--- src/rtl/add_mul_top.sv ---
// Registered 32-bit adder / 20x20 multiplier datapath with a 40-bit result.
// VARIANT picks the adder cell used everywhere: 1 ripple, 2 CLA-4, 3 carry-select-8.

module add_mul_adder #(
  parameter int unsigned W       = 32,
  parameter int unsigned VARIANT = 1
) (
  input  logic [W-1:0] a_i,
  input  logic [W-1:0] b_i,
  output logic [W:0]   sum_o
);

  // Carries live in per-bit/per-group scopes so each link of the chain is its own net.
  if (VARIANT == 1) begin : g_rca
    for (genvar i = 0; i < W; i++) begin : g_bit
      logic ci, co;
      if (i == 0) begin : g_c0
        assign ci = 1'b0;
      end else begin : g_cn
        assign ci = g_bit[i-1].co;
      end
      assign sum_o[i] = a_i[i] ^ b_i[i] ^ ci;
      assign co       = (a_i[i] & b_i[i]) | (ci & (a_i[i] ^ b_i[i]));
    end
    assign sum_o[W] = g_bit[W-1].co;

  end else if (VARIANT == 2 && (W % 4) == 0) begin : g_cla
    localparam int unsigned NG = W / 4;
    for (genvar k = 0; k < NG; k++) begin : g_grp
      logic [3:0] g, p, c;
      logic       cin, cout;
      if (k == 0) begin : g_c0
        assign cin = 1'b0;
      end else begin : g_cn
        assign cin = g_grp[k-1].cout;
      end
      assign g = a_i[4*k +: 4] & b_i[4*k +: 4];
      assign p = a_i[4*k +: 4] ^ b_i[4*k +: 4];
      assign c[0] = cin;
      assign c[1] = g[0] | (p[0] & cin);
      assign c[2] = g[1] | (p[1] & g[0]) | (p[1] & p[0] & cin);
      assign c[3] = g[2] | (p[2] & g[1]) | (p[2] & p[1] & g[0]) | (p[2] & p[1] & p[0] & cin);
      assign cout = g[3] | (p[3] & g[2]) | (p[3] & p[2] & g[1]) | (p[3] & p[2] & p[1] & g[0])
                  | (p[3] & p[2] & p[1] & p[0] & cin);
      assign sum_o[4*k +: 4] = p ^ c;
    end
    assign sum_o[W] = g_grp[NG-1].cout;

  end else if (VARIANT == 3) begin : g_csel
    localparam int unsigned NB = (W + 7) / 8;
    for (genvar k = 0; k < NB; k++) begin : g_blk
      localparam int unsigned LO = 8 * k;
      localparam int unsigned BW = ((W - LO) < 8) ? (W - LO) : 8;
      logic cin, cout;
      if (k == 0) begin : g_c0
        assign cin = 1'b0;
      end else begin : g_cn
        assign cin = g_blk[k-1].cout;
      end
      // Both carry-in hypotheses ripple in parallel; the real block carry picks one.
      for (genvar j = 0; j < BW; j++) begin : g_bit
        logic p, g, c0i, c1i, c0o, c1o;
        assign p = a_i[LO+j] ^ b_i[LO+j];
        assign g = a_i[LO+j] & b_i[LO+j];
        if (j == 0) begin : g_c0
          assign c0i = 1'b0;
          assign c1i = 1'b1;
        end else begin : g_cn
          assign c0i = g_bit[j-1].c0o;
          assign c1i = g_bit[j-1].c1o;
        end
        assign c0o = g | (p & c0i);
        assign c1o = g | (p & c1i);
        assign sum_o[LO+j] = cin ? (p ^ c1i) : (p ^ c0i);
      end
      assign cout = cin ? g_bit[BW-1].c1o : g_bit[BW-1].c0o;
    end
    assign sum_o[W] = g_blk[NB-1].cout;

  end else begin : g_bad
    $error("add_mul_adder: illegal VARIANT %0d for width %0d", VARIANT, W);
  end

endmodule

module add_mul_top #(
  parameter int unsigned VARIANT = 1
) (
  input  logic        clk,
  input  logic        nrst,
  input  logic        Sel,
  input  logic [31:0] A,
  input  logic [31:0] B,
  output logic [39:0] Result
);

  localparam int unsigned OP_W  = 32;
  localparam int unsigned MUL_W = 20;
  localparam int unsigned RES_W = 40;

  if (VARIANT < 1 || VARIANT > 3) begin : g_bad_variant
    $error("add_mul_top: VARIANT must be 1, 2 or 3 (got %0d)", VARIANT);
  end

  logic [OP_W:0]    sum;
  logic [RES_W-1:0] prod;
  logic [RES_W-1:0] result_d, result_q;

  add_mul_adder #(.W(OP_W), .VARIANT(VARIANT)) u_add (
    .a_i   (A),
    .b_i   (B),
    .sum_o (sum)
  );

  // Stage i holds (sum of partial products 0..i) >> i; its LSB is final product bit i.
  for (genvar i = 0; i < MUL_W; i++) begin : g_stage
    logic [MUL_W-1:0] pp;
    logic [MUL_W:0]   r;
    assign pp = A[MUL_W-1:0] & {MUL_W{B[i]}};
    if (i == 0) begin : g_first
      assign r = {1'b0, pp};
    end else begin : g_acc
      add_mul_adder #(.W(MUL_W), .VARIANT(VARIANT)) u_acc (
        .a_i   (g_stage[i-1].r[MUL_W:1]),
        .b_i   (pp),
        .sum_o (r)
      );
    end
    if (i < MUL_W - 1) begin : g_lsb
      assign prod[i] = r[0];
    end else begin : g_top
      assign prod[RES_W-1:MUL_W-1] = r;
    end
  end

  always_comb begin
    result_d = RES_W'(sum);
    if (Sel) result_d = prod;
  end

  always_ff @(posedge clk or negedge nrst) begin
    if (!nrst) result_q <= '0;
    else       result_q <= result_d;
  end

  assign Result = result_q;

endmodule

--- config.mk ---
export PLATFORM = sky130hd
export DESIGN_NAME = add_mul_top
export DESIGN_NICKNAME = d
export VERILOG_FILES = /design/src/rtl/add_mul_top.sv
export SDC_FILE = /design/constraint.sdc
export NUM_CORES = 1
export LEC_CHECK = 0
export CORE_MARGIN = 4
export CORE_UTILIZATION = 56
export CTS_BUF_LIST = sky130_fd_sc_hd__clkbuf_8
export DETAILED_ROUTE_END_ITERATION = 8
export PLACE_DENSITY_LB_ADDON = 0.25
export SETUP_SLACK_MARGIN = 0.1
export SLEW_MARGIN = 20
export SYNTH_ARGS = -nofsm -noshare
export SYNTH_HDL_FRONTEND = slang
export SYNTH_SLANG_ARGS = --single-unit
--- constraint.sdc ---
create_clock -name clk -period 0.8 [get_ports clk]
set_input_delay 0.12 -clock clk [delete_from_list [all_inputs] [get_ports clk]]
set_output_delay 0.12 -clock clk [all_outputs]
set_load 0.02 [all_outputs]
==> results of run 1 <==
[synthesized netlist by cell type, drive strengths merged]
cell type	number	area (µm²)
fa	391	7828
and2	298	1864
inv	151	566.8
nand2	89	334.1
dfrtp	40	1001
ha	40	500.5
clkbuf	32	128.9
mux2	19	281.5
buf	17	106.4
mux2i	13	130.1
nor2b	1	6.260
o21ai	1	5.000
[critical path: cells and delay by family]
family,cells,cell delay [ns]
AND/OR/NAND/NOR,2,0.28
buffers and inverters,11,0.64
adder cells (fa/ha/maj),56,22.94
[routing by layer]
layer  up-vias  track usage [%]
met5         -                0
met4         0            3.905
met3        19            3.033
met2       104            37.74
met1      4129            28.13
li1       3402                -
[stage by stage]
stage | setup TNS (ns) | std cells
floorplan | -539.33 | 1092
global placement | -574.77 | 1494
detailed placement | -582.96 | 1494
CTS | -555.83 | 1503
global route | -562.15 | 1505
finish | -547.86 | 1505
[placed cells by master (no fill, tap or decap), types with 28 or more instances in the layout]
cell type,count
and2_1,291
buf_6,45
buf_4,59
clkdlybuf4s50_1,58
fa_1,68
fa_2,323
inv_2,85
dfrtp_1,40
inv_1,66
nand2_1,89
ha_1,28
[worst min path at each step]
stage,start,end,slack (ns)
after floorplan,nrst,Result[0],-0.18
after global placement,nrst,Result[37],0.1
after CTS,Sel,Result[1],0.19
after detailed placement,nrst,Result[37],0.11
after global routing,Sel,Result[1],0.20
final,Sel,Result[1],0.20
[final cells by class]
class / count / share of cell area, %
Clock inverter: 3 / 0.2957
Clock buffer: 5 / 0.4395
Timing Repair Buffer: 174 / 10.82
Inverter: 151 / 3.620
Tap cell: 280 / 2.238
Multi-Input combinational cell: 852 / 76.19
Sequential cell: 40 / 6.393
[repair_timing]
action	CTS	global route
endpoints found under the setup margin	80	80
setup buffers	0	2
pin swaps	100	73
gates resized for setup	312	32
hold buffers	1	0
endpoints found under the hold margin	40	0
[kinds of logic (layout without fill, tap and decap cells)]
kind of cell,count (synthesis),count (layout)
compound gates,1,1
simple gates,388,388
buf+inv,200,333
fa+ha+maj,431,431
flops,40,40
mux,32,32
==> flow_summary_export.csv, run 1 <==
group,metric,value,unit
setup_path,arrival,24.01,ns
layout,antenna_cells,0,
setup_path,cp_slowest_cell,"fa_2",
place,post-place-ws,-23.93,ns
logic_synthesis,synthXorXnorAreaFrac,0,%
sta,slew_violations,0,
place,place_area,15250,µm²
setup_path,crit_path_start_kind,"input pin",
routing,drc,0,
logic_synthesis,synth-compound-area-share,0.03925,%
logic_synthesis,synthMuxAreaShare,3.228,%
place,gp_congestion,0.8027,
logic_synthesis,synthDistinctLibCells,16,
routing,drtIter0Drc,208,
cts,cts_tree,"built",
run_status,violations,"setup timing",
routing,num_vias,7654,
cts,cts_root_buf,"clkbuf_8",
worst_hold_path,hp-class,"in -> reg",
sta,period_needed,23.79,ns
routing,viasPerCell,5.086,
die,io_pins,107,
routing,drtAntennaViolNets,0,
global_routing,grt_pass1_wl,43500,µm
layout,layout-drive-gt1-share,46.37,%
routing,dr_wl_met3,1058,µm
sta,finalHoldViolations,0,
sta,period_share,2973,%
run_status,outcome,"finished with violations",
global_routing,grt_usage,21.10,%
sta,tightest_slew,0.3007,ns
setup_path,worst-path-max-fanout,3,
cts,clk_path_buf_depth,2,
die,rows,54,
logic_synthesis,seq_area_frac_synth,7.849,%
setup_path,crit_type,"in -> reg",
layout,multiInputGateArea,11930,µm²
layout,post-route-cell-area,15660,µm²
cts,cts_buffers,5,
layout,post-route-util,70.86,%
routing,dr.pass1.iters,4,
setup_path,required,1.02,ns
worst_hold_path,min_path_cells,3,
logic_synthesis,ys_warn_count,0,
setup_path,crit_top_cell,"fa_2",
global_routing,grt_overflow_total,0,
layout,register_area,1001,µm²
global_routing,antenna_found_initial,0,
sta,grt_setup_unrepaired,"true",
die,dieArea,25250,µm²
setup_path,cp-end-kind,"flop",
die,die_w,158.9,µm
cts,htree_levels,2,
routing,top_layer,"met4",
sta,holdWs,0.1980,ns
cts,numClockSinks,40,
routing,routedWlPerCell,15.89,µm
sta,slew-limit-headroom,79.89,%
die,initial_core_util,57.72,%
logic_synthesis,syn_area_per_cell,11.68,µm²
routing,totalWireLength,23910,µm
logic_synthesis,synthCells,1092,
global_routing,grt_max_degree,41,
logic_synthesis,synthSimpleGateAreaFrac,17.29,%
die,die-height,158.9,µm
sta,max_freq,42.04,MHz
layout,fillers,1556,
routing,wl_met2,12930,µm
place,port-buffer-count,106,
global_routing,grt_pass1_vias,9091,
setup_path,crit_end,"Result[38]",
cts,clkTransAtPathRegs,0.08,ns
logic_synthesis,synth_top_family_by_area,"adder cells",
logic_synthesis,synth_fp_nets,1590,
setup_path,cpPeakStageDelay,0.61,ns
layout,area.growth.synth_to_final,22.77,%
run,max_cap_violations,0,
layout,largest_register_ffs,40,
logic_synthesis,synth_seq_cells,40,
sta,setup_viol,79,
setup_path,crit_start,"A[1]",
layout,final_nets,1722,
logic_synthesis,synthAdderAreaFrac,65.31,%
routing,wl_met1,9474,µm
sta,worst_slack,-22.99,ns
place,dp_hpwl,21790,µm
logic_synthesis,synth_area,12750,µm²
die,core,22090,µm²
Power of run 1 is not shown: default switching activity piles up to over one toggle a cycle in this logic, so the estimate is an artifact.
==> inputs of run 2 (changes only) <==
--- a/config.mk
+++ b/config.mk
@@ -7,8 +7,9 @@
 export LEC_CHECK = 0
 export CORE_MARGIN = 4
 export CORE_UTILIZATION = 56
-export CTS_BUF_LIST = sky130_fd_sc_hd__clkbuf_8
+export CTS_BUF_LIST = sky130_fd_sc_hd__clkbuf_16
 export DETAILED_ROUTE_END_ITERATION = 8
+export GPL_ROUTABILITY_DRIVEN = 0
 export PLACE_DENSITY_LB_ADDON = 0.25
 export SETUP_SLACK_MARGIN = 0.1
 export SLEW_MARGIN = 20
==> run 2 against run 1 <==
  * Die area stayed put
  * Cell count is 0.13% lower
  * Final area is 0.18% higher
  * Global-route usage is 0.32 points higher
  * Critical path depth is 2 lower
  * First-iteration DRC count is 0.48% lower
  * The run still ends with setup timing left
  * Routed wire length is 1.5% higher
  * Worst setup slack better by 0.17 ns
  * Largest cell class unchanged
==> flow_summary_export.csv, run 2 (synthesis gave the netlist of run 1 again) <==
group,metric,value,unit
die,rows,54,
routing,routedWlPerCell,16.15,µm
run_status,violations,"setup timing",
die,initial_core_util,57.72,%
worst_hold_path,hp-class,"in -> reg",
run_status,outcome,"finished with violations",
die,dieArea,25250,µm²
cts,clkTransAtPathRegs,0.06,ns
setup_path,crit_path_start_kind,"input pin",
cts,cts_buffers,5,
sta,slew-limit-headroom,79.11,%
layout,mostFrequentLayoutCells,"fa_2, and2_1, nand2_1, inv_2, fa_1",
setup_path,cp_slowest_cell,"fa_2",
setup_path,arrival,23.81,ns
global_routing,grt_overflow_total,0,
cts,numClockSinks,40,
cts,cts_tree,"built",
die,die_w,158.9,µm
sta,grt_setup_unrepaired,"true",
worst_hold_path,hold_path_end,"Result[1]",
sta,period_share,2952,%
setup_path,worst-path-max-fanout,3,
cts,cts_root_buf,"clkbuf_16",
routing,viasPerCell,5.104,
setup_path,cp-end-kind,"flop",
die,core,22090,µm²
place,port-buffer-count,106,
cts,clk_path_buf_depth,2,
routing,drc,0,
worst_hold_path,worstHoldStart,"Sel",
sta,setup_viol,79,
sta,max_freq,42.35,MHz
global_routing,grt_max_degree,41,
die,die-height,158.9,µm
worst_hold_path,min_path_cells,3,
setup_path,required,1.00,ns
layout,antenna_cells,0,
setup_path,crit_top_cell,"fa_2",
setup_path,crit_start,"B[1]",
sta,period_needed,23.61,ns
routing,dr.pass1.iters,5,
global_routing,grt_usage,21.42,%
global_routing,grt_pass1_wl,43950,µm
layout,fillers,1548,
layout,layout-drive-gt1-share,46.12,%
sta,holdWs,0.2258,ns
run,max_cap_violations,0,
layout,largest_register_ffs,40,
global_routing,grt_pass1_vias,9144,
die,io_pins,107,
layout,area.growth.synth_to_final,22.99,%
setup_path,cpPeakStageDelay,0.60,ns
layout,final_nets,1720,
sta,worst_slack,-22.81,ns
routing,totalWireLength,24270,µm
routing,drtIter0Drc,207,
cts,htree_levels,2,
routing,drtAntennaViolNets,0,
layout,final_common_cell,"fa_2",
setup_path,crit_type,"in -> reg",
sta,slew_violations,0,
sta,finalHoldViolations,0,
routing,num_vias,7672,
global_routing,antenna_found_initial,0,
place,dp_hpwl,21790,µm
sta,tightest_slew,0.3124,ns
run 2: cell count changes in the layout (fill, tap and decap cells not counted), sizes merged:
cell / delta
buf: -1
clkbuf: -1
run 2: area by class of cell:
| type | instances | area (µm²) | share of cell area (%) |
|---|---|---|---|
| clock inverter | 3 | 46.29 | 0.2952 |
| sequential | 40 | 1001 | 6.382 |
| inverter | 151 | 566.8 | 3.614 |
| clock buffer | 5 | 125.1 | 0.7978 |
| timing repair buffer | 172 | 1672 | 10.66 |
| tap | 280 | 350.3 | 2.234 |
| multi-input combinational | 852 | 11920 | 76.02 |
run 2: through the flow:
step	setup TNS, ns	utilization, %	area, µm²	setup slack [ns]	cells
2_1_floorplan	-539.33	-	13630	-22.83	1092
3_3_place_gp	-574.77	69.05	15250	-23.55	1494
3_5_place_dp	-582.96	69.05	15250	-23.93	1494
4_1_cts	-549.20	70.71	15620	-23.14	1503
5_1_grt	-555.86	70.99	15680	-23.38	1503
6_report	-542.51	70.99	15680	-22.81	1503
run 2: what timing repair did:
action                                  4_1_cts  5_1_grt
endpoints found under the setup margin       80       80
pin swaps                                   104       39
gates resized for setup                     318       21
hold endpoints to repair                     40        0
setup buffers                                 0        0
cloned                                        0        0
hold buffers                                  1        0
run 2: per-layer routing:
metal / GRT usage (%) / wire (µm) / share of wire, %
met1: 28.23 / 9386 / 39
met2: 38.56 / 13320 / 55
met3: 3.033 / 1206 / 5.0
met4: 4.260 / 365 / 1.5
met5: 0 / 0 / 0
run 2: worst max path at each step:
stage                      end  slack [ns]  cells past startpoint
floorplan           Result[38]      -22.83                     67
global placement    Result[38]      -23.55                     69
detailed placement  Result[38]      -23.93                     69
CTS                 Result[38]      -23.14                     67
global route        Result[38]      -23.38                     67
finish              Result[38]      -22.81                     67
run 2: worst max-delay path, delay by kind of cell:
| kind | cells | cell delay, ns |
|---|---|---|
| adders and majority gates | 56 | 22.90 |
| buffers and inverters | 9 | 0.49 |
| and+or+nand+nor | 2 | 0.28 |
Power of run 2 is left out for the same reason.
==> inputs of run 3 (changes only) <==
--- a/config.mk
+++ b/config.mk
@@ -16,3 +16,4 @@
 export SYNTH_ARGS = -nofsm -noshare
 export SYNTH_HDL_FRONTEND = slang
 export SYNTH_SLANG_ARGS = --single-unit
+export TNS_END_PERCENT = 1
==> run 3 against run 2 <==
  * The run still ends with setup timing left
  * Worst setup slack lost 0.56 ns
  * Die area did not move
  * Sequential share of layout area is 0.21 points higher
  * Routed wire length shrank 3.6%
  * Count of clock-buffer cells in the layout stayed put
  * Final area down 3.2%
  * Cell count is 0.27% lower
  * Via count is 0.83% lower
  * Flip-flop and latch count unchanged
  * Fmax shrank 2.3%
  * Non-clock buffer count down 4
  * Global-route usage shrank 0.72 points
  * Critical path type unchanged
==> flow_summary_export.csv, run 3 (synthesis gave the netlist of run 1 again) <==
group,metric,value,unit
setup_path,crit_type,"in -> reg",
die,rows,54,
sta,max_freq,41.37,MHz
worst_hold_path,worstHoldStart,"Sel",
sta,grt_setup_unrepaired,"true",
global_routing,grt.busiest_layer,"met2",
die,io_pins,107,
global_routing,grt_pass1_vias,9078,
die,dieArea,25250,µm²
cts,htree_levels,2,
setup_path,cp_slowest_cell,"fa_2",
cts,cts_buffers,5,
global_routing,antenna_found_initial,0,
routing,totalWireLength,23390,µm
routing,viasPerCell,5.075,
run_status,outcome,"finished with violations",
sta,slew-limit-headroom,77.99,%
setup_path,cp-end-kind,"flop",
setup_path,crit_path_start_kind,"input pin",
die,initial_core_util,57.72,%
global_routing,grtUsageMet3,2.411,%
sta,worst_slack,-23.37,ns
place,port-buffer-count,106,
layout,final_nets,1716,
sta,setup_viol,80,
place,place_area,14960,µm²
routing,routedWlPerCell,15.60,µm
global_routing,grt_max_degree,41,
routing,drc,0,
place,post-place-ws,-24.66,ns
global_routing,grt_usage,20.70,%
layout,layout-drive-gt1-share,34.78,%
global_routing,grt_overflow_total,0,
routing,drtAntennaViolNets,0,
setup_path,cpPeakStageDelay,0.58,ns
cts,clk_path_buf_depth,2,
sta,period_needed,24.17,ns
sta,period_share,3022,%
setup_path,worst-path-max-fanout,2,
routing,dr.pass1.iters,4,
sta,tightest_slew,0.3291,ns
layout,antenna_cells,0,
die,die_w,158.9,µm
routing,num_vias,7608,
layout,area.growth.synth_to_final,19.02,%
worst_hold_path,hp-class,"in -> reg",
die,die-height,158.9,µm
setup_path,crit_top_cell,"fa_2",
cts,post-cts-setup-buffers,0,
global_routing,grt_pass1_wl,43060,µm
setup_path,arrival,24.36,ns
cts,cts_root_buf,"clkbuf_16",
run_status,violations,"setup timing",
sta,finalHoldViolations,0,
layout,final_common_cell,"and2_1",
cts,cts_tree,"built",
global_routing,grt_util_met1,27.94,%
run,max_cap_violations,0,
sta,slew_violations,0,
setup_path,required,0.99,ns
cts,clkTransAtPathRegs,0.06,ns
routing,drtIter0Drc,135,
layout,mostFrequentLayoutCells,"and2_1, fa_2, inv_1, fa_1, nand2_1",
layout,post-route-util,68.69,%
global_routing,grt_util_met2,37.00,%
place,dp_hpwl,21240,µm
cts,numClockSinks,40,
setup_path,crit_start,"A[2]",
layout,largest_register_ffs,40,
die,core,22090,µm²
layout,post-route-cell-area,15180,µm²
-- run 3: cell count changes in the layout (fill, tap and decap cells not counted), sizes merged --
| cell | change |
|---|---|
| clkinvlp | -1 |
| clkdlybuf4s50 | +2 |
| inv | -1 |
| clkinv | +2 |
| dlymetal6s2s | +3 |
| buf | -9 |
-- run 3: path summary, 6_finish.rpt --
kind	endpoint	slack (ns)	cells after the start
max	Result[38]	-23.37	65
min	Result[1]	0.23	3
max in group asynchronous	Result[1]	0.27	3
min in group asynchronous	Result[39]	0.31	3
-- run 3: layout make-up --
class	count	area, µm²
clock buffer	5	125.1
clock inverter	3	42.54
fill	1610	6917
inverter	151	566.8
multi-input combinational	852	11620
sequential	40	1001
tap	280	350.3
timing repair buffer	168	1466
-- run 3: per-layer routing --
metal / part of all wire, % / wire, µm
met1: 41 / 9639
met2: 55 / 12800
met3: 2.8 / 661
met4: 1.2 / 289
met5: 0 / 0
-- run 3: repair_timing --
action	CTS	global route
pin swaps	100	25
endpoints found under the hold margin	40	0
endpoints found under the setup margin	80	80
hold buffers	1	0
resized for setup	231	45
-- run 3: metrics by stage --
stage          setup TNS, ns  instances  hold slack (ns)
2_1_floorplan        -557.03       1092          -0.1756
3_3_place_gp         -592.14       1490          0.09457
3_5_place_dp         -600.85       1490           0.1023
4_1_cts              -573.17       1499           0.2487
5_1_grt              -578.33       1499           0.2468
6_report             -560.58       1499           0.2327
-- run 3: worst max-delay path, delay by kind of cell --
kind / cells / cell delay, ns
adders and majority gates: 55 / 22.96
and+or+nand+nor: 2 / 0.26
buffers and inverters: 8 / 1.04
Power of run 3 is left out for the same reason.
